File: config.mk
export PLATFORM = sky130hd
export DESIGN_NAME = exec_sched_flat
export DESIGN_NICKNAME = d
export VERILOG_FILES = /design/src/rtl/exec_sched_if.sv /design/src/rtl/exec_sched.sv /design/src/flat_wrapper.sv
export SDC_FILE = /design/constraint.sdc
export NUM_CORES = 1
export LEC_CHECK = 0
export CORE_MARGIN = 1
export CORE_UTILIZATION = 40
export DETAILED_ROUTE_END_ITERATION = 8
export PLACE_DENSITY_LB_ADDON = 0.05
export SYNTH_ARGS = -nofsm -noshare
export SYNTH_HDL_FRONTEND = slang
export SYNTH_SLANG_ARGS = --single-unit
File: constraint.sdc
create_clock -name clk1 -period 1.4 [get_ports clk1]
set_clock_uncertainty 0.05 [all_clocks]
set_input_delay 0.42 -clock clk1 [delete_from_list [all_inputs] [get_ports clk1]]
set_output_delay 0.42 -clock clk1 [all_outputs]
set_load 0.01 [all_outputs]
File: src/rtl/exec_sched_if.sv
// exec_sched_if: handshake bundle between the reservation-station arrays
// and the issue/writeback scheduler. The master side (RS arrays) presents
// ready entries and ROB indices. The slave side (scheduler) returns issue
// pulses, unit busy flags and the CDB broadcast.
interface exec_sched_if #(
  parameter int NRS = 3
);
  logic [2:0]       rob_head;
  logic [NRS-1:0]   add_rdy;
  logic [3*NRS-1:0] add_rob;
  logic [NRS-1:0]   mul_rdy;
  logic [3*NRS-1:0] mul_rob;
  logic [NRS-1:0]   mul_div;
  logic             add_issue_v;
  logic [1:0]       add_issue_idx;
  logic             mul_issue_v;
  logic [1:0]       mul_issue_idx;
  logic             add_busy;
  logic             mul_busy;
  logic             cdb_v;
  logic             cdb_src;
  logic [1:0]       cdb_idx;
  logic [2:0]       cdb_rob;

  modport master (
    output rob_head, add_rdy, add_rob, mul_rdy, mul_rob, mul_div,
    input  add_issue_v, add_issue_idx, mul_issue_v, mul_issue_idx,
    input  add_busy, mul_busy, cdb_v, cdb_src, cdb_idx, cdb_rob
  );

  modport slave (
    input  rob_head, add_rdy, add_rob, mul_rdy, mul_rob, mul_div,
    output add_issue_v, add_issue_idx, mul_issue_v, mul_issue_idx,
    output add_busy, mul_busy, cdb_v, cdb_src, cdb_idx, cdb_rob
  );
endinterface

File: src/rtl/exec_sched.sv
// exec_sched: issue and writeback scheduler for the add/sub and mul/div
// execution units. Each idle unit issues its oldest ready RS entry, times it
// with a latency counter, then competes for the single CDB.
// Optional feature: define CDB_AGE_ARB_EN to arbitrate a CDB collision by
// ROB age; otherwise the mul unit always wins a collision.
module exec_sched #(
  parameter int NRS     = 3,
  parameter int ADD_LAT = 1,
  parameter int MUL_LAT = 3,
  parameter int DIV_LAT = 6
) (
  input  logic        clk1,
  input  logic        rst_n,
  input  logic        flush,
  exec_sched_if.slave bus
);

  localparam int MAXL = (DIV_LAT > MUL_LAT) ? ((DIV_LAT > ADD_LAT) ? DIV_LAT : ADD_LAT)
                                            : ((MUL_LAT > ADD_LAT) ? MUL_LAT : ADD_LAT);
  localparam int CW   = (MAXL > 1) ? $clog2(MAXL) : 1;
  localparam logic [CW-1:0] ADD_LD  = CW'(ADD_LAT - 1);
  localparam logic [CW-1:0] MUL_LD  = CW'(MUL_LAT - 1);
  localparam logic [CW-1:0] DIV_LD  = CW'(DIV_LAT - 1);
  localparam logic [CW-1:0] CNT_ONE = CW'(32'd1);
  localparam logic [CW-1:0] CNT_Z   = CW'(32'd0);

  typedef enum logic [1:0] {IDLE = 2'd0, BUSY = 2'd1, DONE = 2'd2} st_t;

  // Wrap-around age of a ROB index relative to the head; smaller is older.
  function automatic logic [2:0] age(input logic [2:0] r, input logic [2:0] h);
    return r - h;
  endfunction

  // Oldest ready entry: returns {found, idx[1:0], rob[2:0]}.
  function automatic logic [5:0] pick(input logic [NRS-1:0] rdy,
                                      input logic [3*NRS-1:0] robs,
                                      input logic [2:0] h);
    logic       found;
    logic [1:0] idx;
    logic [2:0] rob;
    logic [2:0] best;
    logic [2:0] a;
    found = 1'b0;
    idx   = 2'd0;
    rob   = 3'd0;
    best  = 3'd7;
    for (int i = 0; i < NRS; i++) begin
      a = age(robs[3*i +: 3], h);
      if (rdy[i] && (!found || (a < best))) begin
        found = 1'b1;
        idx   = i[1:0];
        rob   = robs[3*i +: 3];
        best  = a;
      end else begin
        found = found;
      end
    end
    return {found, idx, rob};
  endfunction

  st_t           add_st_r, add_st_n, mul_st_r, mul_st_n;
  logic [CW-1:0] add_cnt_r, add_cnt_n, mul_cnt_r, mul_cnt_n;
  logic          add_iss_r, add_iss_n, mul_iss_r, mul_iss_n;
  logic [1:0]    add_idx_r, add_idx_n, mul_idx_r, mul_idx_n;
  logic [2:0]    add_rob_r, add_rob_n, mul_rob_r, mul_rob_n;
  logic          add_busy_r, mul_busy_r;
  logic          cdb_v_r, cdb_v_n, cdb_src_r, cdb_src_n;
  logic [1:0]    cdb_idx_r, cdb_idx_n;
  logic [2:0]    cdb_rob_r, cdb_rob_n;

  logic [5:0]    add_pick_s, mul_pick_s;
  logic          add_wins_s, grant_add_s, grant_mul_s;
  logic [CW-1:0] mul_ld_s;

  assign add_pick_s = pick(bus.add_rdy, bus.add_rob, bus.rob_head);
  assign mul_pick_s = pick(bus.mul_rdy, bus.mul_rob, bus.rob_head);
  assign mul_ld_s   = bus.mul_div[mul_pick_s[4:3]] ? DIV_LD : MUL_LD;

`ifdef CDB_AGE_ARB_EN
  assign add_wins_s = age(add_rob_r, bus.rob_head) < age(mul_rob_r, bus.rob_head);
`else
  assign add_wins_s = 1'b0;
`endif

  assign grant_add_s = (add_st_r == DONE) && ((mul_st_r != DONE) || add_wins_s);
  assign grant_mul_s = (mul_st_r == DONE) && ((add_st_r != DONE) || !add_wins_s);

  // Add unit next state: flush kill, issue when idle or granted, countdown, CDB wait.
  always_comb begin
    add_st_n  = add_st_r;
    add_cnt_n = add_cnt_r;
    add_iss_n = 1'b0;
    add_idx_n = add_idx_r;
    add_rob_n = add_rob_r;
    if (flush) begin
      add_st_n  = IDLE;
      add_cnt_n = CNT_Z;
    end else if (((add_st_r == IDLE) || grant_add_s) && add_pick_s[5]) begin
      add_st_n  = BUSY;
      add_cnt_n = ADD_LD;
      add_iss_n = 1'b1;
      add_idx_n = add_pick_s[4:3];
      add_rob_n = add_pick_s[2:0];
    end else begin
      case (add_st_r)
        IDLE:    add_st_n = IDLE;
        BUSY:    if (add_cnt_r == CNT_Z) add_st_n = DONE; else add_cnt_n = add_cnt_r - CNT_ONE;
        DONE:    if (grant_add_s) add_st_n = IDLE; else add_st_n = DONE;
        default: add_st_n = IDLE;
      endcase
    end
  end

  // Mul unit next state: same as add, with divide-dependent latency load.
  always_comb begin
    mul_st_n  = mul_st_r;
    mul_cnt_n = mul_cnt_r;
    mul_iss_n = 1'b0;
    mul_idx_n = mul_idx_r;
    mul_rob_n = mul_rob_r;
    if (flush) begin
      mul_st_n  = IDLE;
      mul_cnt_n = CNT_Z;
    end else if (((mul_st_r == IDLE) || grant_mul_s) && mul_pick_s[5]) begin
      mul_st_n  = BUSY;
      mul_cnt_n = mul_ld_s;
      mul_iss_n = 1'b1;
      mul_idx_n = mul_pick_s[4:3];
      mul_rob_n = mul_pick_s[2:0];
    end else begin
      case (mul_st_r)
        IDLE:    mul_st_n = IDLE;
        BUSY:    if (mul_cnt_r == CNT_Z) mul_st_n = DONE; else mul_cnt_n = mul_cnt_r - CNT_ONE;
        DONE:    if (grant_mul_s) mul_st_n = IDLE; else mul_st_n = DONE;
        default: mul_st_n = IDLE;
      endcase
    end
  end

  // CDB broadcast for the granted unit; suppressed on flush.
  always_comb begin
    cdb_v_n   = 1'b0;
    cdb_src_n = 1'b0;
    cdb_idx_n = 2'd0;
    cdb_rob_n = 3'd0;
    if (!flush && grant_mul_s) begin
      cdb_v_n   = 1'b1;
      cdb_src_n = 1'b1;
      cdb_idx_n = mul_idx_r;
      cdb_rob_n = mul_rob_r;
    end else if (!flush && grant_add_s) begin
      cdb_v_n   = 1'b1;
      cdb_idx_n = add_idx_r;
      cdb_rob_n = add_rob_r;
    end else begin
      cdb_v_n   = 1'b0;
    end
  end

  // State, counters, stored entry info and all registered outputs.
  always_ff @(posedge clk1 or negedge rst_n) begin
    if (!rst_n) begin
      add_st_r   <= IDLE;
      mul_st_r   <= IDLE;
      add_cnt_r  <= CNT_Z;
      mul_cnt_r  <= CNT_Z;
      add_iss_r  <= 1'b0;
      mul_iss_r  <= 1'b0;
      add_idx_r  <= 2'd0;
      mul_idx_r  <= 2'd0;
      add_rob_r  <= 3'd0;
      mul_rob_r  <= 3'd0;
      add_busy_r <= 1'b0;
      mul_busy_r <= 1'b0;
      cdb_v_r    <= 1'b0;
      cdb_src_r  <= 1'b0;
      cdb_idx_r  <= 2'd0;
      cdb_rob_r  <= 3'd0;
    end else begin
      add_st_r   <= add_st_n;
      mul_st_r   <= mul_st_n;
      add_cnt_r  <= add_cnt_n;
      mul_cnt_r  <= mul_cnt_n;
      add_iss_r  <= add_iss_n;
      mul_iss_r  <= mul_iss_n;
      add_idx_r  <= add_idx_n;
      mul_idx_r  <= mul_idx_n;
      add_rob_r  <= add_rob_n;
      mul_rob_r  <= mul_rob_n;
      add_busy_r <= (add_st_n != IDLE);
      mul_busy_r <= (mul_st_n != IDLE);
      cdb_v_r    <= cdb_v_n;
      cdb_src_r  <= cdb_src_n;
      cdb_idx_r  <= cdb_idx_n;
      cdb_rob_r  <= cdb_rob_n;
    end
  end

  assign bus.add_issue_v   = add_iss_r;
  assign bus.add_issue_idx = add_idx_r;
  assign bus.mul_issue_v   = mul_iss_r;
  assign bus.mul_issue_idx = mul_idx_r;
  assign bus.add_busy      = add_busy_r;
  assign bus.mul_busy      = mul_busy_r;
  assign bus.cdb_v         = cdb_v_r;
  assign bus.cdb_src       = cdb_src_r;
  assign bus.cdb_idx       = cdb_idx_r;
  assign bus.cdb_rob       = cdb_rob_r;

endmodule

File: src/flat_wrapper.sv
// flat-port wrapper written by rule: the top's interface ports become plain ports
module exec_sched_flat 
#(
  parameter int NRS     = 3,
  parameter int ADD_LAT = 1,
  parameter int MUL_LAT = 3,
  parameter int DIV_LAT = 6
)
  (clk1, rst_n, flush, bus_rob_head, bus_add_rdy, bus_add_rob, bus_mul_rdy, bus_mul_rob, bus_mul_div, bus_add_issue_v, bus_add_issue_idx, bus_mul_issue_v, bus_mul_issue_idx, bus_add_busy, bus_mul_busy, bus_cdb_v, bus_cdb_src, bus_cdb_idx, bus_cdb_rob);
  exec_sched_if #(.NRS(NRS)) bus_i ();
  input  logic clk1;
  input  logic rst_n;
  input  logic flush;
  input wire logic [$bits(bus_i.rob_head)-1:0] bus_rob_head;
  input wire logic [$bits(bus_i.add_rdy)-1:0] bus_add_rdy;
  input wire logic [$bits(bus_i.add_rob)-1:0] bus_add_rob;
  input wire logic [$bits(bus_i.mul_rdy)-1:0] bus_mul_rdy;
  input wire logic [$bits(bus_i.mul_rob)-1:0] bus_mul_rob;
  input wire logic [$bits(bus_i.mul_div)-1:0] bus_mul_div;
  output wire logic [$bits(bus_i.add_issue_v)-1:0] bus_add_issue_v;
  output wire logic [$bits(bus_i.add_issue_idx)-1:0] bus_add_issue_idx;
  output wire logic [$bits(bus_i.mul_issue_v)-1:0] bus_mul_issue_v;
  output wire logic [$bits(bus_i.mul_issue_idx)-1:0] bus_mul_issue_idx;
  output wire logic [$bits(bus_i.add_busy)-1:0] bus_add_busy;
  output wire logic [$bits(bus_i.mul_busy)-1:0] bus_mul_busy;
  output wire logic [$bits(bus_i.cdb_v)-1:0] bus_cdb_v;
  output wire logic [$bits(bus_i.cdb_src)-1:0] bus_cdb_src;
  output wire logic [$bits(bus_i.cdb_idx)-1:0] bus_cdb_idx;
  output wire logic [$bits(bus_i.cdb_rob)-1:0] bus_cdb_rob;
  assign bus_i.rob_head = bus_rob_head;
  assign bus_i.add_rdy = bus_add_rdy;
  assign bus_i.add_rob = bus_add_rob;
  assign bus_i.mul_rdy = bus_mul_rdy;
  assign bus_i.mul_rob = bus_mul_rob;
  assign bus_i.mul_div = bus_mul_div;
  assign bus_add_issue_v = bus_i.add_issue_v;
  assign bus_add_issue_idx = bus_i.add_issue_idx;
  assign bus_mul_issue_v = bus_i.mul_issue_v;
  assign bus_mul_issue_idx = bus_i.mul_issue_idx;
  assign bus_add_busy = bus_i.add_busy;
  assign bus_mul_busy = bus_i.mul_busy;
  assign bus_cdb_v = bus_i.cdb_v;
  assign bus_cdb_src = bus_i.cdb_src;
  assign bus_cdb_idx = bus_i.cdb_idx;
  assign bus_cdb_rob = bus_i.cdb_rob;
  exec_sched #(.NRS(NRS), .ADD_LAT(ADD_LAT), .MUL_LAT(MUL_LAT), .DIV_LAT(DIV_LAT)) u_core (.clk1(clk1), .rst_n(rst_n), .flush(flush), .bus(bus_i));
endmodule
==> summary by stage, run 1 <==
Clocking
Clock tree synthesis found a total of 31 sinks. The clock insertion delay at the later pin of the skew report is 0.28 ns. Clock tree synthesis inserted a total of 5 buffers. The clock transition at the registers of the reported paths is 0.07 ns. The deepest clock path buffer count is 2. The clock tree from TritonCTS is built.

In this run the number of H-tree levels came out at 2. Hold repair after CTS inserted 0 buffers. The root buffer cell chosen for the clock tree is clkbuf_8.

STA
The minimum clock period is 3.596 ns. The top achievable clock speed is 0.2781 GHz. The post-route worst setup slack is -2.196 ns. In the finished design, the share of the clock period the worst path needs comes to 2.569. Setup repair after global routing could not meet its margin everywhere. The final number of max-transition violations is 0. The final number of setup-violating endpoints is 19. Measured against its own limit, the worst slew margin works out to 0.7383.

At the pin with the least slew margin, the transition time is 0.3913 ns. The number of endpoints with negative hold slack in the final report came to 0. The final total negative setup slack is -27.86 ns.

Outcome
The checks that failed: setup timing. The flow ran to the end, but the final reports show violations.

Finish
The post-layout instance count excluding filler cells is 468. Of the cells placed in the final design, the portion with a size suffix greater than 1 is 0.5176. The number of antenna cells inserted is 0. The final-stage net count is 457. The utilization of the core after routing is 0.8143. Compared with the post-synthesis result, the final layout area differs by 90.45%.

Power and ir drop
The portion of total power attributed to sequential cells is 0.268. Total power for the finished layout comes to 4206 µW. Of the total power, the clock network draws 0.219. For this design the static power due to leakage is 0.002022 µW. Of the total power, the share spent switching nets is 0.3308. Of the total power, combinational logic draws 0.513. Summed over all nets, the switching power comes to 1391 µW. Cell internal power was estimated by the tool at 2815 µW.

The worst-case IR drop observed on VDD is 0.0008273 V. The total power divided by cell area is 980.0 nW/µm².

Floorplan
The boundary pin count is 48. The y dimension of the die is 77.06 µm. Measured along the x axis, the die boundary spans 77.06 µm.

The initial core utilization is 0.4276. The die covers 5937 µm². The number of rows in the core area is 26.

The core box area is 5270 µm².

Synthesis
The average instance in the mapped netlist occupies 9.273 µm². The Yosys step of the flow raised 0 warnings. After synthesis the netlist holds a flip-flop and latch count of 31. The number of distinct standard cells referenced by the synthesized netlist is 42. By area the synthesized netlist is led by dfrtp_1, ha_1, fa_1. The post-synth design cell area is 2253 µm². Counting every net in the synthesized netlist gives 303. Of the post-synthesis cell area, the dominant cell type holds 0.3443.

The proportion of synthesized chip area in sequential cells is 0.3443. Summed over all instances, the cell type with the most area after synthesis is dfrtp_1. The synthesized instance count is 243.

Critical path
The required time of the worst setup path is 1.51 ns. The worst flop-to-flop path endpoint is u_core.bus.add_issue_idx[0]. The arrival time at the worst endpoint is 3.71 ns. The critical setup path kind is in -> reg. The worst-case reg-to-reg path depth is 6. The startpoint type of the worst setup path is an input port.

The largest fanout on the critical path is 5. The startpoint identified for the worst register-to-register timing path is u_core.add_st_r[0]. The worst setup path is captured at a flop. In this run the register-to-register setup slack is -0.19 ns.

Global routing
The global-route usage over all layers is 0.2351. The pin count of the biggest net entering global routing is 32. For this run the aggregate overflow at the end of global routing stands at 0. The first-pass GRT wire length is 11.05 mm. The number of global-route vias before repair is 2360.

The initial antenna violation count is 0.

Route
The total number of vias is 2367. Wires add up to 7.106 mm. The number of nets still failing antenna checks after routing is 0. In this run, the number of DRC markers left after iteration 0 of detailed routing was 144. In the routed design, unresolved DRC markers number 0. The iteration count of the initial detailed-routing pass is 4.

Using the TritonRoute via totals, the vias-per-cell ratio works out to 5.058. In the final routed layout, each cell accounts on average for 15.18 µm.

Placed design
At the placement stage, the worst setup path has a slack of -3.050 ns. The number of port buffers is 47. Routability-driven placement finished with a final weighted congestion of 0.8055. Detailed placement ended at an HPWL of 4.626 mm. The total placed cells including tap cells is 428.

Worst hold path
The worst min-delay path category is in -> async.

Flow run
The number of max-cap violations is 0.
[cell usage in the layout (no fill, tap or decap), types with 4 or more instances in the layout]
| master | netlist | layout |
|---|---|---|
| a22o_1 | 8 | 8 |
| buf_6 | 0 | 14 |
| ha_1 | 21 | 11 |
| o21ai_1 | 0 | 5 |
| nor2_1 | 14 | 11 |
| fa_2 | 0 | 4 |
| inv_1 | 28 | 17 |
| buf_12 | 0 | 4 |
| nand2_2 | 0 | 4 |
| buf_4 | 1 | 89 |
| clkdlybuf4s15_1 | 0 | 13 |
| clkbuf_2 | 0 | 4 |
| mux2i_1 | 6 | 6 |
| a21oi_1 | 10 | 6 |
| o21a_1 | 4 | 4 |
| xnor2_1 | 8 | 5 |
| nand2_1 | 27 | 21 |
| inv_2 | 1 | 10 |
| dfrtp_1 | 31 | 30 |
| dlygate4sd2_1 | 0 | 4 |
| ha_4 | 0 | 9 |
| clkdlybuf4s50_1 | 0 | 16 |
| o21ai_0 | 13 | 4 |
| clkbuf_8 | 0 | 6 |
| dlymetal6s2s_1 | 0 | 4 |
[power groups by stage]
stage          sequential, µW  clock [µW]  combinational [µW]
6_report                 1130         920                2160
5_1_grt                  1140         995                2330
4_1_cts                  1120         933                1820
3_5_place_dp             1130           0                1550
3_3_place_gp             1130           0                1510
2_1_floorplan            1150           0                 733
[per-layer routing]
layer,up-vias,GRT usage,part of all wire
met2,48,0.4045,0.52
met3,7,0.03929,0.027
li1,1155,-,-
met5,-,0,0
met4,0,0.03962,0.0091
met1,1157,0.3131,0.44
[synthesized netlist by cell type]
cell type  count
a211o_1        2
a211oi_1       1
a21oi_1       10
a22o_1         8
a311o_2        1
a311oi_2       1
a31o_2         1
a31oi_1        3
a31oi_4        1
a32oi_1        3
and2_1         2
buf_2          1
buf_4          1
clkbuf_1       4
dfrtp_1       31
fa_1           6
ha_1          21
inv_1         28
inv_2          1
mux2_2         1
mux2i_1        6
nand2_1       27
nand2b_1       4
nand3_1        5
nand3b_1       3
nand4b_1       2
nor2_1        14
nor2b_1        5
nor3_1         4
nor3b_1        1
o21a_1         4
o21ai_0       13
o21bai_1       1
o221ai_1       1
o22ai_1        1
o311ai_0       3
o31ai_1        3
o41a_1         1
or2_2          2
or3_1          2
xnor2_1        8
xor2_1         6
[sequential cells by signal, indices dropped and copies added, names as in the netlist]
| signal | cells |
|---|---|
| u_core.bus.cdb_v | 1 |
| u_core.bus.add_issue_idx | 2 |
| u_core.add_st_r | 2 |
| u_core.add_rob_r | 3 |
| u_core.bus.add_busy | 1 |
| u_core.bus.mul_issue_idx | 2 |
| u_core.bus.mul_issue_v | 1 |
| u_core.mul_rob_r | 3 |
| u_core.bus.cdb_rob | 3 |
| u_core.bus.cdb_src | 1 |
| u_core.bus.cdb_idx | 2 |
| u_core.mul_cnt_r | 3 |
| u_core.mul_st_r | 2 |
| u_core.add_cnt_r | 3 |
| u_core.bus.add_issue_v | 1 |
| u_core.bus.mul_busy | 1 |
[critical path: stages]
cell and delay [ns]:
buf_8 0.11, buf_12 0.12, ha_4 0.16, fa_2 0.36, xor2_2 0.16, xnor2_1 0.20, and2_4 0.20, ha_4 0.20
o21a_1 0.20, nand2_2 0.08, nand2_4 0.09, nand2_2 0.08, o21ai_2 0.05, ha_1 0.28, nand2_2 0.06, a311oi_2 0.26
a31oi_4 0.17, nor3b_4 0.19, o41a_1 0.30
[layout make-up]
class,instances,area (µm²)
clock buffer,6,82.58
clock inverter,2,35.03
fill,333,978.4
inverter,29,128.9
multi-input combinational,178,1839
sequential,31,777.0
tap,70,87.58
timing repair buffer,152,1341
[cells by family (layout without fill, tap and decap cells)]
kind of cell / count (synthesis) / count (layout) / synth area share
multiplexers: 7 / 7 / 0.03165
buffers and inverters: 35 / 189 / 0.06052
AO/OA/AOI/OAI: 58 / 58 / 0.1882
flip-flops: 31 / 31 / 0.3443
adder cells (fa/ha/maj): 27 / 27 / 0.1699
XOR/XNOR: 14 / 14 / 0.05442
AND/OR/NAND/NOR: 71 / 72 / 0.1510
[worst max path at each step]
stage / end / depth (start not counted) / slack [ns] / start
after CTS: u_core.add_rob_r[1] / 20 / -2.28 / bus_rob_head[0]
after global routing: u_core.add_rob_r[1] / 21 / -2.33 / bus_add_rob[0]
after floorplan: u_core.add_rob_r[0] / 19 / -2.21 / bus_add_rob[0]
after detailed placement: u_core.add_rob_r[1] / 20 / -3.05 / bus_add_rob[0]
final: u_core.mul_cnt_r[1] / 19 / -2.20 / bus_rob_head[0]
after global placement: u_core.add_rob_r[0] / 20 / -2.87 / bus_add_rob[0]
[through the flow]
stage                     instance area, µm²  hold WS, ns
after floorplan                         2362      0.07441
after global placement                  3472       0.4257
after detailed placement                3472       0.4382
after CTS                               3913       0.4531
after global routing                    4292       0.4738
final                                   4292       0.4521
[timing repair]
action                     CTS  global route
setup buffers               23            10
pin swaps                   30            45
gates resized for setup     86            90
setup endpoints to repair   43            34
gates cloned                 1             0
No activity file was read; power rests on OpenSTA's default activity.
==> run 2, diff against run 1 <==
Settings changed: SETUP_SLACK_MARGIN set to 0.05.
==> summary by stage, run 2 (synthesis results as in run 1) <==
Outcome
The flow ran to the end, but the final reports show violations. The checks that failed: setup timing.

STA
The transition time at the pin with the least slew margin is 0.4102 ns (+0.01894 ns). The final total negative setup slack is -27.36 ns (+0.5028 ns). The final number of setup-violating endpoints came to 18 (-1). The top achievable clock speed is 0.2815 GHz (+1.2%).

The minimum clock period was 3.553 ns (-0.04351 ns). Setup repair after global routing could not meet its margin everywhere. The final number of max-transition violations was 0 (unchanged).

The number of endpoints with negative hold slack in the final report came to 0 (unchanged). The post-route worst setup slack is -2.153 ns (+0.04351 ns). The share of the cycle needed by the critical path after routing is 2.538 (-0.03108). The headroom to the max-slew limit was 0.7265 (-0.01174).

Global routing
The number of global-route vias before repair is 2392 (+1.4%). The initial antenna violation count is 0 (unchanged). The first-pass GRT wire length is 10.87 mm (-1.7%). The pin count of the biggest net entering global routing came to 32 (unchanged).

The final global-route overflow total is 0 (unchanged). The global-route usage over all layers is 0.2334 (-0.001677).

Finish
The final non-filler cell area is 4156 µm² (-3.1%). The share of cells above drive strength 1 is 0.5473 (+0.02973). The utilization of the core after routing was 0.7887 (-0.02564). The area growth from synthesis to layout is 84.45%. The final-stage net count was 450 (-1.5%). The most common cell after layout, fill and taps aside is buf_4. In the layout the commonest cells are buf_4, dfrtp_1, nand2_1, inv_1, clkdlybuf4s50_1. The total of fill cells in the finished design was 350 (+5.1%). The number of antenna cells inserted is 0 (unchanged). The post-layout instance count excluding filler cells is 461 (-1.5%).

Flow run
The number of max-cap violations came to 0 (unchanged).

Floorplan
The initial core utilization is 0.4276 (unchanged). The horizontal extent of the die was 77.06 µm (unchanged). The core box area is 5270 µm² (unchanged).

The y dimension of the die was 77.06 µm (unchanged). The floorplan die area is 5937 µm² (unchanged). The number of rows in the core area is 26 (unchanged). The boundary pin count is 48 (unchanged).

Route
The wire length per cell is 15.64 µm (+3.0%). The vias per cell came to 5.119 (+1.2%). The wire length after detailed routing is 7.208 mm (+1.4%). The number of nets still failing antenna checks after routing is 0 (unchanged). The DRC violations left is 0 (unchanged).

The iteration count of the initial detailed-routing pass is 4 (unchanged). The total number of vias is 2360 (-0.30%). The DRC marker count from the first detailed-route iteration is 123 (-15%).

Worst hold path
The end point of the worst hold path is u_core.bus.mul_busy. The origin of the worst min-delay path is flush. The tightest min-delay check is of the in -> reg type. The worst hold path cell count is 2.

Critical path
The worst flop-to-flop path endpoint is u_core.add_rob_r[0]. The critical path is of the in -> reg type. The arrival time at the worst endpoint is 3.68 ns (-0.03 ns). The longest individual stage delay on the worst path is 0.43 ns (+0.07 ns). The largest fanout on the critical path is 5 (unchanged). STA classifies the critical path endpoint as a flop. On the critical path, the stage with the largest delay is an instance of a311o_2. The worst-case register-to-register setup slack is -0.17 ns (+0.02 ns).

In this run the critical register-to-register path is launched from u_core.add_st_r[0]. The signal on the critical path passes through dlygate4sd2_1, inv_1, ha_1, inv_1, fa_2, xnor2_4, ha_4, a21oi_2, o21ai_2, a21oi_2, mux2i_1, ha_1, o21a_1, o221ai_1, a31oi_1, a311o_2, buf_4, nand3_2, nand2_1. The startpoint type of the worst setup path is an input port.

The required time of the worst setup path was 1.53 ns (+0.02 ns). The worst-case reg-to-reg path depth is 6 (unchanged).

Power and ir drop
The design internal power is 2587 µW (-8.1%). The portion of total power attributed to sequential cells is 0.281 (+0.013). The total power divided by cell area is 956.6 nW/µm² (-2.4%). The net switching power of the design is 1389 µW (-0.13%). The leakage power is 0.001940 µW (-4.0%). The portion of total power attributed to combinational logic is 0.516 (+0.003).

The largest vdd supply drop is 0.0009244 V (+12%). The clock network power share came to 0.203 (-0.016). The fraction of power spent switching nets came to 0.3494 (+0.01862).

Clocking
The total of hold buffers inserted after clock tree synthesis is 0 (unchanged). The number of sinks on the clock net came to 31 (unchanged). The total CTS buffers is 5 (unchanged). The H-tree depth reported by CTS is 2 (unchanged).

The clock transition at the registers of the reported paths is 0.07 ns (about the same). The clock insertion delay at the later pin of the skew report is 0.29 ns (about the same). The deepest clock path buffer count was 2 (unchanged).

The tree is rooted in a clkbuf_8. The clock tree from TritonCTS is built.

Placed design
The number of port buffers was 47 (unchanged). The placed instance area is 3482 µm² (+0.29%). The last weighted congestion value of the routability-driven placer is 0.8399 (+4.3%). The post-detailed-placement half-perimeter wirelength is 4.626 mm (about the same). The total placed cells including tap cells is 428 (unchanged).
## run 2: changes by cell type in the layout (fill, tap and decap cells not counted), moves of 2 or more
cell	previous run	this run
buf_2	2	7
buf_4	89	83
buf_6	14	12
clkbuf_2	4	12
clkdlybuf4s15_1	13	0
clkdlybuf4s15_2	0	2
dlygate4sd2_1	4	7
dlymetal6s2s_1	4	1
inv_2	10	8
inv_4	0	2
nor2_1	11	8
nor2_2	2	4
o31ai_2	3	1
## run 2: worst max path at each step
| stage | from | end | slack, ns | cells past startpoint |
|---|---|---|---|---|
| 2_1_floorplan | bus_add_rob[0] | u_core.add_rob_r[0] | -2.20 | 19 |
| 3_3_place_gp | bus_rob_head[0] | u_core.mul_cnt_r[1] | -2.92 | 19 |
| 3_5_place_dp | bus_add_rob[0] | u_core.add_rob_r[2] | -3.01 | 20 |
| 4_1_cts | bus_mul_rob[3] | u_core.mul_cnt_r[1] | -2.16 | 21 |
| 5_1_grt | bus_add_rob[0] | u_core.add_rob_r[1] | -2.32 | 20 |
| 6_report | bus_add_rob[3] | u_core.bus.add_issue_idx[0] | -2.15 | 19 |
## run 2: critical path, delay by kind of cell
family	cells	cell delay (ns)
mux	1	0.21
simple gates	2	0.09
buf+inv	4	0.52
fa+ha+maj	4	1.03
compound gates	7	1.18
xor+xnor	1	0.23
## run 2: what timing repair did
action | CTS | global route
gates resized for setup | 126 | 71
setup endpoints to repair | 43 | 37
hold endpoints to repair | 0 | 0
buffers inserted | 14 | 14
gates cloned | 1 | 0
pin swaps | 35 | 46
## run 2: final cells by class
class,instances,area [µm²],area share
clock inverters,1,7.507,0.001806
well taps,70,87.58,0.02107
inverters,29,133.9,0.03221
clock buffers,7,96.34,0.02318
flip-flops and latches,31,778.2,0.1872
multi-input cells,178,1848,0.4446
repair buffers,145,1205,0.2899
## run 2: power by group through the flow
stage,combinational [µW],sequential (µW),clock [µW]
CTS,1720,1110,798
finish,2050,1120,805
detailed placement,1540,1130,0
global route,2220,1140,848
global placement,1510,1130,0
floorplan,736,1150,0
## run 2: per-stage QoR
| step | setup slack [ns] | total power, µW | hold WS [ns] |
|---|---|---|---|
| floorplan | -2.203 | 1882 | 0.07441 |
| global placement | -2.922 | 2634 | 0.4282 |
| detailed placement | -3.007 | 2668 | 0.4280 |
| CTS | -2.160 | 3629 | 0.4477 |
| global route | -2.321 | 4208 | 0.3619 |
| finish | -2.153 | 3976 | 0.3693 |
## run 2: per-layer routing
metal,part of all wire,GRT usage,up-vias,routed length [µm]
met3,0.027,0.03690,11,198
met4,0.016,0.06792,0,113
met1,0.41,0.2912,1156,2984
met5,0,0,-,0
li1,-,-,1141,-
met2,0.54,0.4134,52,3912
==> run 3, diff against run 2 <==
Settings changed: CTS_CLUSTER_DIAMETER set to 150.
==> results of run 3 <==
No change in the layout: final DEF, timing and power equal those of run 2.
